==> src/rtl/fsm_stim_driver_pkg.sv <==
// Shared definitions for the FSM stimulus driver.
//   state_e    : controller state encoding (exposed on the debug port)
//   DEPTH_DEF  : default number of stored (a,i) steps
package fsm_stim_driver_pkg;

  localparam int DEPTH_DEF = 16;

  typedef enum logic [1:0] {
    ST_IDLE = 2'd0,
    ST_PRE  = 2'd1,
    ST_RUN  = 2'd2,
    ST_DONE = 2'd3
  } state_e;

endpackage

==> src/rtl/fsm_stim_store.sv <==
// Pattern store for the stimulus driver: DEPTH entries of {a,i}, appended
// at index len, emptied by clr, read asynchronously at rd_ptr.
// Ports:
//   clk, rst_b        : clock, synchronous active-low reset (empties store)
//   clr               : empty the store (wins over wr)
//   wr, wr_a, wr_i    : append {wr_a, wr_i}; ignored when full
//   rd_ptr            : read index; rd_a/rd_i are the stored pair there
//   len, full         : stored step count, store holds DEPTH steps
module fsm_stim_store
  import fsm_stim_driver_pkg::*;
#(
  parameter int DEPTH = DEPTH_DEF,
  parameter int CW    = $clog2(DEPTH + 1)
) (
  input  logic          clk,
  input  logic          rst_b,
  input  logic          clr,
  input  logic          wr,
  input  logic          wr_a,
  input  logic          wr_i,
  input  logic [CW-1:0] rd_ptr,
  output logic          rd_a,
  output logic          rd_i,
  output logic [CW-1:0] len,
  output logic          full
);

  // Entry index width; len/rd_ptr are one bit wider so they can hold DEPTH.
  localparam int AW = (DEPTH > 1) ? $clog2(DEPTH) : 1;

  logic [1:0]    mem [DEPTH];
  logic [CW-1:0] len_q;
  logic          push;

  assign full = (len_q == CW'(DEPTH));
  assign len  = len_q;
  assign push = wr && !clr && !full;

  always_ff @(posedge clk) begin
    if (!rst_b) begin
      len_q <= '0;
    end else if (clr) begin
      len_q <= '0;
    end else if (push) begin
      len_q <= len_q + CW'(1);
    end
  end

  // Contents need no reset: entries at or beyond len are never read.
  always_ff @(posedge clk) begin
    if (rst_b && push) begin
      mem[len_q[AW-1:0]] <= {wr_a, wr_i};
    end
  end

  always_comb begin
    {rd_a, rd_i} = 2'b00;
    if (rd_ptr < CW'(DEPTH)) begin
      {rd_a, rd_i} = mem[rd_ptr[AW-1:0]];
    end
  end

endmodule

==> src/rtl/fsm_stim_driver.sv <==
// Stimulus driver for two-input Mealy exercise FSMs. Stores up to DEPTH
// (a,i) steps, holds the target in reset for one cycle, plays one step per
// clock and counts the cycles each target output (o0/o5/o9) was high.
//
// Handshake: start is a single-cycle request honoured only in IDLE (err
// pulses if nothing is stored). busy is high while the run is in progress
// (PRE and RUN); done pulses for exactly one cycle after the last step, at
// which point cnt0/cnt5/cnt9 are valid and hold until the next start.
// clr/ld/start are ignored without err while busy.
//
// Ports:
//   clk, rst_b               : clock, synchronous active-low reset
//   clr, ld, ld_a, ld_i      : empty store / append step (IDLE only)
//   start                    : begin playback (IDLE only)
//   o0_in, o5_in, o9_in      : outputs returned by the target FSM
//   a_out, i_out, dut_rst_b  : target inputs and active-low target reset
//   busy, done, err          : status (done/err are one-cycle pulses)
//   full, len                : store status
//   cnt0, cnt5, cnt9         : high-cycle counts from the last run
//   dbg_state                : controller state for observation
// All outputs come from registers or registered state only.
module fsm_stim_driver
  import fsm_stim_driver_pkg::*;
#(
  parameter int DEPTH = DEPTH_DEF,
  // Derived from DEPTH; leave at its default.
  parameter int CW    = $clog2(DEPTH + 1)
) (
  input  logic          clk,
  input  logic          rst_b,
  input  logic          clr,
  input  logic          ld,
  input  logic          ld_a,
  input  logic          ld_i,
  input  logic          start,
  input  logic          o0_in,
  input  logic          o5_in,
  input  logic          o9_in,
  output logic          a_out,
  output logic          i_out,
  output logic          dut_rst_b,
  output logic          busy,
  output logic          done,
  output logic          err,
  output logic          full,
  output logic [CW-1:0] len,
  output logic [CW-1:0] cnt0,
  output logic [CW-1:0] cnt5,
  output logic [CW-1:0] cnt9,
  output logic [1:0]    dbg_state
);

  state_e        state_q, state_d;
  logic [CW-1:0] ptr_q, ptr_nxt;
  logic [CW-1:0] cnt0_q, cnt5_q, cnt9_q;
  logic          err_q, err_d;
  logic          idle;
  logic          st_clr, st_wr;
  logic          rd_a, rd_i;

  assign idle    = (state_q == ST_IDLE);
  assign st_clr  = idle && clr;
  assign st_wr   = idle && ld;
  assign ptr_nxt = ptr_q + CW'(1);

  fsm_stim_store #(
    .DEPTH (DEPTH),
    .CW    (CW)
  ) u_store (
    .clk    (clk),
    .rst_b  (rst_b),
    .clr    (st_clr),
    .wr     (st_wr),
    .wr_a   (ld_a),
    .wr_i   (ld_i),
    .rd_ptr (ptr_q),
    .rd_a   (rd_a),
    .rd_i   (rd_i),
    .len    (len),
    .full   (full)
  );

  always_ff @(posedge clk) begin
    if (!rst_b) begin
      state_q <= ST_IDLE;
      err_q   <= 1'b0;
    end else begin
      state_q <= state_d;
      err_q   <= err_d;
    end
  end

  always_comb begin
    state_d = state_q;
    err_d   = 1'b0;
    unique case (state_q)
      ST_IDLE: begin
        if (!clr) begin
          if (ld && full) begin
            err_d = 1'b1;
          end
          if (start) begin
            // A same-cycle ld counts toward the length being started.
            if ((len != '0) || (ld && !full)) begin
              state_d = ST_PRE;
            end else begin
              err_d = 1'b1;
            end
          end
        end
      end
      ST_PRE:  state_d = ST_RUN;
      ST_RUN:  if (ptr_nxt == len) state_d = ST_DONE;
      ST_DONE: state_d = ST_IDLE;
      default: state_d = ST_IDLE;
    endcase
  end

  // Read pointer and counters. o*_in seen at the end of RUN cycle k is the
  // target's Mealy response to pair k.
  always_ff @(posedge clk) begin
    if (!rst_b) begin
      ptr_q  <= '0;
      cnt0_q <= '0;
      cnt5_q <= '0;
      cnt9_q <= '0;
    end else if (state_q == ST_PRE) begin
      ptr_q  <= '0;
      cnt0_q <= '0;
      cnt5_q <= '0;
      cnt9_q <= '0;
    end else if (state_q == ST_RUN) begin
      ptr_q  <= ptr_nxt;
      cnt0_q <= cnt0_q + CW'(o0_in);
      cnt5_q <= cnt5_q + CW'(o5_in);
      cnt9_q <= cnt9_q + CW'(o9_in);
    end
  end

  assign a_out     = (state_q == ST_RUN) ? rd_a : 1'b0;
  assign i_out     = (state_q == ST_RUN) ? rd_i : 1'b0;
  assign dut_rst_b = (state_q != ST_PRE);
  assign busy      = (state_q == ST_PRE) || (state_q == ST_RUN);
  assign done      = (state_q == ST_DONE);
  assign err       = err_q;
  assign cnt0      = cnt0_q;
  assign cnt5      = cnt5_q;
  assign cnt9      = cnt9_q;
  assign dbg_state = state_q;

endmodule

==> config.mk <==
export PLATFORM = sky130hd
export DESIGN_NAME = fsm_stim_driver
export DESIGN_NICKNAME = d
export VERILOG_FILES = /design/src/rtl/fsm_stim_driver_pkg.sv /design/src/rtl/fsm_stim_store.sv /design/src/rtl/fsm_stim_driver.sv
export SDC_FILE = /design/constraint.sdc
export NUM_CORES = 1
export LEC_CHECK = 0
export ABC_AREA = 1
export BUFFER_PORTS_ARGS = -buffer_cell sky130_fd_sc_hd__buf_2
export CORE_MARGIN = 10
export CORE_UTILIZATION = 37
export DETAILED_ROUTE_END_ITERATION = 6
export GPL_ROUTABILITY_DRIVEN = 0
export HOLD_SLACK_MARGIN = 0.05
export PLACE_DENSITY = 0.66
export SLEW_MARGIN = 20
export SYNTH_ARGS = -nofsm -noshare
export SYNTH_HDL_FRONTEND = slang
export SYNTH_SLANG_ARGS = --single-unit
==> constraint.sdc <==
create_clock -name clk -period 4.7 [get_ports clk]
set_input_delay 0.235 -clock clk [delete_from_list [all_inputs] [get_ports clk]]
set_output_delay 0.235 -clock clk [all_outputs]
set_load 0.005 [all_outputs]
==> results of run 1 <==
power by group through the flow:
stage / Clock, mW / Sequential (mW) / Combinational (mW)
after floorplan: 0 / 0.669 / 0.322
after global placement: 0 / 0.686 / 0.392
after detailed placement: 0 / 0.688 / 0.398
after CTS: 0.464 / 0.676 / 0.400
after global routing: 0.493 / 0.685 / 0.456
final: 0.450 / 0.676 / 0.395
layer usage:
metal  up-vias  wire length (um)  track usage [%]
li1       1181                 -                -
met1      1012              2880             12.2
met2        48              2820             16.1
met3        10               362             4.82
met4         0               112             4.08
met5         -                 0                0
synthesized netlist by cell type (all sizes together), types with 3 or more instances:
| master | instances |
|---|---|
| nand3 | 17 |
| o221ai | 8 |
| a21oi | 26 |
| dfxtp | 32 |
| nor3 | 8 |
| ha | 16 |
| inv | 36 |
| nand2 | 49 |
| nand4 | 7 |
| edfxtp | 32 |
| buf | 5 |
| nor3b | 3 |
| nor2 | 45 |
| o21ai | 26 |
kinds of logic after synthesis:
group                    Yosys count
AO/OA/AOI/OAI                     62
XOR/XNOR                           4
adder cells (fa/ha/maj)           16
buffers and inverters             45
flip-flops                        64
AND/OR/NAND/NOR                  129
registers in the layout (all words and copies together), names as in the netlist, named ones only:
name,count
u_store.len,5
cnt0,5
ptr_q,5
u_store.mem,32
err,1
cnt5,5
cnt9,5
dbg_state,2
worst min path at each step:
stage            start           endpoint  slack, ns  cells after the start
2_1_floorplan     ld_i  u_store.mem[0][0]       0.33                      0
3_5_place_dp   cnt9[4]            cnt9[4]       0.46                      2
6_report         rst_b       dbg_state[1]       0.14                      3
5_1_grt          rst_b       dbg_state[1]       0.13                      3
3_3_place_gp   cnt9[4]            cnt9[4]       0.46                      2
4_1_cts          rst_b       dbg_state[1]       0.13                      3
cell type report:
| cell class | instances | share of cell area [%] |
|---|---|---|
| tap | 105 | 3.74 |
| inverter | 38 | 4.06 |
| sequential | 64 | 45.6 |
| multi-input combinational | 211 | 35.8 |
| timing repair buffer | 38 | 5.42 |
| clock inverter | 6 | 1.71 |
| clock buffer | 10 | 3.64 |
critical path, cell delays in order (launching register included):
cell and delay [ns]:
dfxtp_1 0.34, inv_1 0.14, ha_1 0.72, nand2_1 0.23, a21oi_1 0.18, buf_2 0.14
==> impl_metrics.json, run 1 <==
{
  "reg2reg_slack_ns": 2.60,
  "dr.pass1.iters": 5,
  "clkSlewWorstSetupHoldPaths_ns": 0.07,
  "cts_tree": "built",
  "htreeDepth": 3,
  "powerDensity_nw_per_um2": 433,
  "end_kind": "output port",
  "synth.distinct_cells": 34,
  "final_area_sq_um": 3510,
  "initial_core_util_pct": 37.5,
  "synth-edff-count": 32,
  "die_y_um": 111,
  "critPathMaxFanout": 25,
  "wl_per_cell_um": 13.1,
  "gr-total-overflow": 0,
  "synth_fa_ha_area_share_pct": 6.56,
  "io_buffer_count": 38,
  "ys_warn_count": 0,
  "worstSetupStartpoint": "dbg_state[0]",
  "wirelength_mm": 6.18,
  "clock_latency_ns": 0.34,
  "hold_path.class": "in2reg",
  "cts_resized": 0,
  "p_switching_mw": 0.512,
  "regArea_sq_um": 1600,
  "nets": 388,
  "ys_seq_elements": 64,
  "grt_pass1_vias": 2315,
  "syn_area_per_cell_sq_um": 9.54,
  "placed_cells": 456,
  "synth_xor_area_share_pct": 1.15,
  "dieArea_sq_um": 12300,
  "synth_flop_cell": "edfxtp_1",
  "antenna_found_initial": 0,
  "rows": 33,
  "core_region_area_sq_um": 8130,
  "netlist_top_cells_area": "edfxtp_1, dfxtp_1, ha_1",
  "worst_slack_ns": 2.39,
  "synthArstFlopShare_pct": 0,
  "synth.top_cell.area_share_pct": 31.5,
  "whs_ns": 0.145,
  "slew_headroom_pct": 44.9,
  "p_total_mw": 1.52,
  "routed_via_density": 4.77,
  "n_fill_cell": 792,
  "cts.sinks": 64,
  "status": "finished clean",
  "ant_nets": 0,
  "rsz0062_at_grt": "false",
  "vias": 2251,
  "ir_drop_mv": 0.288,
  "final_common_cell": "nand2_1",
  "placed_area_sq_um": 3320,
  "synth_top_family_by_area": "simple AND/OR/NAND/NOR gates",
  "drive_gt1_share_pct": 21.0,
  "combPwrFrac_pct": 26.0,
  "critPathLaunchType": "flop",
  "synth_cells": 320,
  "grt_max_degree": 26,
  "synth.mux.area_fraction_pct": 0,
  "place_ws_ns": 2.60,
  "seq_power_share_pct": 44.4,
  "worst-r2r-cell-count": 5,
  "drtIter0Drc": 103,
  "syn_area_sq_um": 3050,
  "final-hold-violation-count": 0,
  "crit_type": "reg2out",
  "p_leak_nw": 1.46,
  "sw_frac_of_total_pct": 33.7,
  "synth-compound-area-share_pct": 11.4,
  "r2r_start": "dbg_state[0]",
  "ctsHoldBuffers": 0,
  "cts.path.max_buffers": 2,
  "layout_common_cells": "nand2_1, nor2_1, buf_2",
  "area_growth_pct": 15.0,
  "setup_viol": 0,
  "synth_fp_nets": 346,
  "internal_power_mw": 1.01,
  "finalNonFillerCells": 472,
  "clock_skew_ns": 0.00983,
  "yosysTopAreaCell": "edfxtp_1",
  "dp_hpwl_mm": 4.57,
  "grt_pass1_wl_mm": 10.8,
  "yosys.area_share.simple_pct": 22.1,
  "drc": 0,
  "layout_min_cycle_time_ns": 2.31,
  "cap_viol_max_count": 0,
  "fmax_mhz": 432,
  "worstMarginPinSlew_ns": 0.826,
  "seq_area_frac_synth_pct": 52.5,
  "fin_util_pct": 43.2,
  "critPathArrivalTime_ns": 2.08,
  "cts_buffers": 9,
  "diodes": 0,
  "die_w_um": 111,
  "io_pins": 39,
  "cp_data_required_time_ns": 4.47,
  "period_share_pct": 49.2,
  "cts_setup_buffers": 0,
  "critPathCapture": "a_out",
  "multi_input_area_sq_um": 1260,
  "slew_viol_final": 0,
  "grt_use_total_pct": 10.4,
  "clockRootBuffer": "clkbuf_8",
  "clock_power_share_pct": 29.6,
  "fin_setup_tns_ns": 0
}
No activity file was read; power rests on OpenSTA's default activity.
==> inputs of run 2 (changes only) <==
PLACE_DENSITY = 0.68   (was 0.66)
clock period = 2 ns   (was 4.7 ns; I/O delays follow)
==> run 2 against run 1 <==
Effect of this change: global-route usage is 0.82 points higher; largest cell class unchanged; cell area is 3.3% higher; via count is 5.5% higher; non-clock buffer count grew 9; highest routed layer unchanged; core utilization increased by 1.4 points; final cell count is 1.9% higher; hold slack worse by 0.0079 ns; routed wire length up 13%; sequential power up 130%; sequential cell count stayed put.
==> impl_metrics.json, run 2 (synthesized netlist as in run 1, its figures left out) <==
{
  "status": "finished clean",
  "htreeDepth": 3,
  "layout_common_cells": "nand2_1, nor2_1, buf_2",
  "layout_min_cycle_time_ns": 1.85,
  "rows": 33,
  "hold-path-cell-count": 3,
  "timing.critical_path.buf_inv": 1,
  "crit_family": "simple AND/OR/NAND/NOR gates",
  "dieArea_sq_um": 12300,
  "grt_use_total_pct": 11.2,
  "end_kind": "flop",
  "ir_drop_mv": 0.919,
  "fmax_mhz": 541,
  "worstMarginPinSlew_ns": 0.354,
  "p_total_mw": 3.86,
  "gr-total-overflow": 0,
  "wl_per_cell_um": 14.5,
  "final_common_cell": "nand2_1",
  "final-hold-violation-count": 0,
  "drtIter0Drc": 84,
  "path_depth": 8,
  "dr_wl_met3_um": 329,
  "multi_input_area_sq_um": 1260,
  "largest_register_ffs": 32,
  "cts.path.max_buffers": 2,
  "wl_met2_mm": 3.47,
  "setup_viol": 0,
  "cts_tree": "built",
  "antenna_found_initial": 0,
  "routed_via_density": 4.94,
  "finalNonFillerCells": 481,
  "slew_viol_final": 0,
  "cts_buffers": 9,
  "core_region_area_sq_um": 8130,
  "dp_hpwl_mm": 5.11,
  "placed_cells": 464,
  "clockRootBuffer": "clkbuf_8",
  "crit_top_cell": "nor2_8",
  "p_leak_nw": 1.53,
  "rsz0062_at_grt": "false",
  "worst-r2r-cell-count": 8,
  "critPathLaunchType": "flop",
  "initial_core_util_pct": 37.5,
  "period_share_pct": 92.4,
  "io_buffer_count": 38,
  "cpPeakStageDelay_ns": 0.34,
  "diodes": 0,
  "nets": 397,
  "vias": 2374,
  "whs_ns": 0.137,
  "wirelength_mm": 6.98,
  "slew_headroom_pct": 76.4,
  "area_growth_pct": 18.9,
  "cts.sinks": 64,
  "powerDensity_nw_per_um2": 1060,
  "ant_nets": 0,
  "drc": 0,
  "cap_viol_max_count": 0,
  "n_fill_cell": 758,
  "top_layer": "met4",
  "fin_util_pct": 44.6,
  "clock_skew_ns": 0.0115,
  "crit_type": "reg2reg",
  "dr.pass1.iters": 4,
  "crit_chain": "inv_1 -> ha_1 -> nand2_1 -> nor2_8 -> nand2_8 -> nor2_8 -> nand2_4 -> nor2_1",
  "critPathArrivalTime_ns": 1.87,
  "clkSlewWorstSetupHoldPaths_ns": 0.07,
  "critPathSlowestCell": "dfxtp_1",
  "grt_max_degree": 17,
  "critPathMaxFanout": 9,
  "hold_path.class": "in2reg",
  "wl_met1_mm": 3.06,
  "io_pins": 39,
  "die_y_um": 111,
  "cts_setup_buffers": 0,
  "die_w_um": 111,
  "cp_data_required_time_ns": 2.03,
  "grt_pass1_vias": 2421,
  "grt_pass1_wl_mm": 11.4,
  "clock_latency_ns": 0.34,
  "regArea_sq_um": 1600,
  "drive_gt1_share_pct": 23.9
}
-- run 2: cell types whose count changed in the layout (fill, tap and decap cells not counted), sizes merged --
cell,delta
buf,+8
bufinv,+1
clkbuf,-1
clkinvlp,-1
dlygate4sd3,+1
inv,+1
-- run 2: worst register-to-register path, cell delays in order, from the launching register on --
cell and delay, ns:
dfxtp_1 0.34, inv_1 0.15, ha_1 0.21, nand2_1 0.15, nor2_8 0.14, nand2_8 0.09
nor2_8 0.18, nand2_4 0.09, nor2_1 0.19
-- run 2: final timing paths --
path,slack [ns],endpoint,start
setup / recovery,0.15,u_store.mem[10][0],dbg_state[0]
hold / removal,0.14,err,start
setup reg to reg,0.15,u_store.mem[10][0],dbg_state[0]
hold reg to reg,0.47,cnt9[4],cnt9[4]
-- run 2: per-stage QoR --
stage	setup WS [ns]	TNS, ns	cell area (sq um)
finish	0.152	0	3630
global route	0.000323	0	3630
CTS	-0.0302	-0.0302	3620
detailed placement	0.160	0	3380
global placement	0.251	0	3380
floorplan	0.270	0	3050
-- run 2: power by group --
group / internal (mW) / switching [mW] / leakage [nW]
Clock: 0.704 / 0.517 / 0.111
Combinational: 0.402 / 0.653 / 0.869
Sequential: 1.46 / 0.117 / 0.547
Total: 2.57 / 1.29 / 1.53
-- run 2: area by class of cell --
type                            count  share of cell area, %
Clock buffer                        9                   3.41
Clock inverter                      7                   2.62
Inverter                           38                   4.14
Multi-Input combinational cell    211                   34.8
Sequential cell                    64                   44.2
Tap cell                          105                   3.62
Timing Repair Buffer               47                   7.17
-- run 2: what timing repair did --
| action | in CTS | in global routing |
|---|---|---|
| resized for setup | 2 | 6 |
| hold endpoints to repair | 2 | 0 |
| hold buffers | 1 | 0 |
| endpoints found under the setup margin | 2 | 2 |
| pin swaps | 0 | 2 |
-- run 2: per-layer routing --
metal	up-vias	track usage [%]
met4	0	5.38
met1	1105	12.5
met5	-	0
met2	54	19.3
li1	1203	-
met3	12	3.03
==> inputs of run 3 (changes only) <==
CORE_ASPECT_RATIO = 0.5   (was not set)
==> run 3 against run 2 <==
Effect of this change: non-clock buffer count shrank 3; routed wire length is 4.3% lower; largest cell class unchanged; critical path type unchanged; first-iteration DRC count increased to 2.7 times the previous value.
==> impl_metrics.json, run 3 (synthesized netlist as in run 1, its figures left out) <==
{
  "status": "finished clean",
  "slew_headroom_pct": 77.8,
  "cts_tree": "built",
  "n_fill_cell": 783,
  "grt_busiest_layer": "met2",
  "dp_hpwl_mm": 5.07,
  "setup_viol": 0,
  "multi_input_area_sq_um": 1260,
  "drive_gt1_share_pct": 22.5,
  "cts_setup_buffers": 0,
  "critPathArrivalTime_ns": 1.83,
  "gr-total-overflow": 0,
  "drtIter0Drc": 226,
  "crit_type": "reg2reg",
  "period_share_pct": 90.9,
  "cts.sinks": 64,
  "clock_power_share_pct": 34.5,
  "slew_viol_final": 0,
  "io_buffer_count": 38,
  "wirelength_mm": 6.67,
  "sw_frac_of_total_pct": 32.1,
  "vias": 2309,
  "cap_viol_max_count": 0,
  "grt_pass1_wl_mm": 11.2,
  "nets": 394,
  "layout_common_cells": "nand2_1, nor2_1, buf_2",
  "fin_util_pct": 45.6,
  "cts_buffers": 9,
  "powerDensity_nw_per_um2": 1080,
  "antenna_found_initial": 0,
  "critPathMaxFanout": 9,
  "end_kind": "flop",
  "clkSlewWorstSetupHoldPaths_ns": 0.05,
  "hold_path.class": "in2reg",
  "core_region_area_sq_um": 8000,
  "rsz0062_at_grt": "false",
  "dieArea_sq_um": 12500,
  "critPathLaunchType": "flop",
  "htreeDepth": 3,
  "fin_setup_tns_ns": 0,
  "layout_min_cycle_time_ns": 1.82,
  "grt_max_degree": 18,
  "internal_power_mw": 2.68,
  "p_leak_nw": 1.52,
  "regArea_sq_um": 1600,
  "routed_via_density": 4.76,
  "cp_data_required_time_ns": 2.01,
  "met3_usage_pct": 4.23,
  "clock_latency_ns": 0.32,
  "largest_register_ffs": 32,
  "combPwrFrac_pct": 25.2,
  "die_y_um": 84.2,
  "initial_core_util_pct": 38.1,
  "diodes": 0,
  "io_pins": 39,
  "cts.path.max_buffers": 2,
  "final_common_cell": "nand2_1",
  "rows": 23,
  "wl_per_cell_um": 13.8,
  "clock_skew_ns": 0.00883,
  "grt_use_total_pct": 10.9,
  "seq_power_share_pct": 40.2,
  "drc": 0,
  "use_met2_pct": 17.6,
  "grt_pass1_vias": 2233,
  "fmax_mhz": 550,
  "p_switching_mw": 1.27,
  "ir_drop_mv": 0.598,
  "worstMarginPinSlew_ns": 0.332,
  "grt_use_met1_pct": 13.2,
  "dr.pass1.iters": 4,
  "clockRootBuffer": "clkbuf_16",
  "area_growth_pct": 19.6,
  "ant_nets": 0,
  "die_w_um": 148,
  "final-hold-violation-count": 0
}
run 3: changes by cell type in the layout (fill, tap and decap cells not counted), moves of 2 or more:
cell and delta:
buf_4 -3, clkbuf_16 +9, bufinv_16 -2, clkbuf_1 +2, clkbuf_8 -9
run 3: metal layers:
metal  part of all wire (%)  vias up
li1                       -     1193
met5                      0        -
met1                     46     1063
met2                     48       49
met3                    5.7        4
met4                   0.78        0
run 3: repair_timing:
item                                    CTS  global route
hold endpoints to repair                  1             0
endpoints found under the setup margin    0             8
gates resized for setup                   0             3
hold buffers                              1             0
run 3: power groups by stage:
stage,logic (mW),clock network [mW],registers [mW]
floorplan,0.756,0,1.57
global placement,0.984,0,1.61
detailed placement,0.998,0,1.61
CTS,1.01,1.39,1.58
global route,1.14,1.45,1.60
finish,0.996,1.36,1.59
run 3: worst max-delay path, stage by stage, from the launching register on:
cell and delay [ns]:
dfxtp_1 0.36, inv_1 0.12, ha_1 0.20, nand2_1 0.16, nor2_8 0.15, nand2_8 0.09
nor2_8 0.18, nand2_4 0.08, nor2_1 0.18
run 3: through the flow:
step	std cells	hold WS (ns)	total power, mW	setup slack [ns]	area (sq um)
floorplan	320	0.199	2.33	0.270	3050
global placement	468	0.371	2.59	0.243	3370
detailed placement	468	0.366	2.61	0.153	3370
CTS	485	0.0835	3.99	0.0393	3650
global route	485	0.138	4.20	0.0183	3650
finish	485	0.0953	3.95	0.181	3650
run 3: path summary, 6_finish.rpt:
| kind | start | endpoint | slack, ns | depth (start not counted) |
|---|---|---|---|---|
| setup / recovery | dbg_state[1] | u_store.mem[6][0] | 0.18 | 8 |
| hold / removal | start | err | 0.1 | 3 |
| setup reg to reg | dbg_state[1] | u_store.mem[6][0] | 0.18 | 8 |
| hold reg to reg | cnt9[4] | cnt9[4] | 0.47 | 2 |
run 3: area by class of cell:
type | instances | area share, %
flip-flops and latches | 64 | 43.9
multi-input cells | 211 | 34.5
repair buffers | 44 | 6.51
clock buffers | 11 | 6.38
inverters | 38 | 3.91
well taps | 112 | 3.84
clock inverters | 5 | 0.926
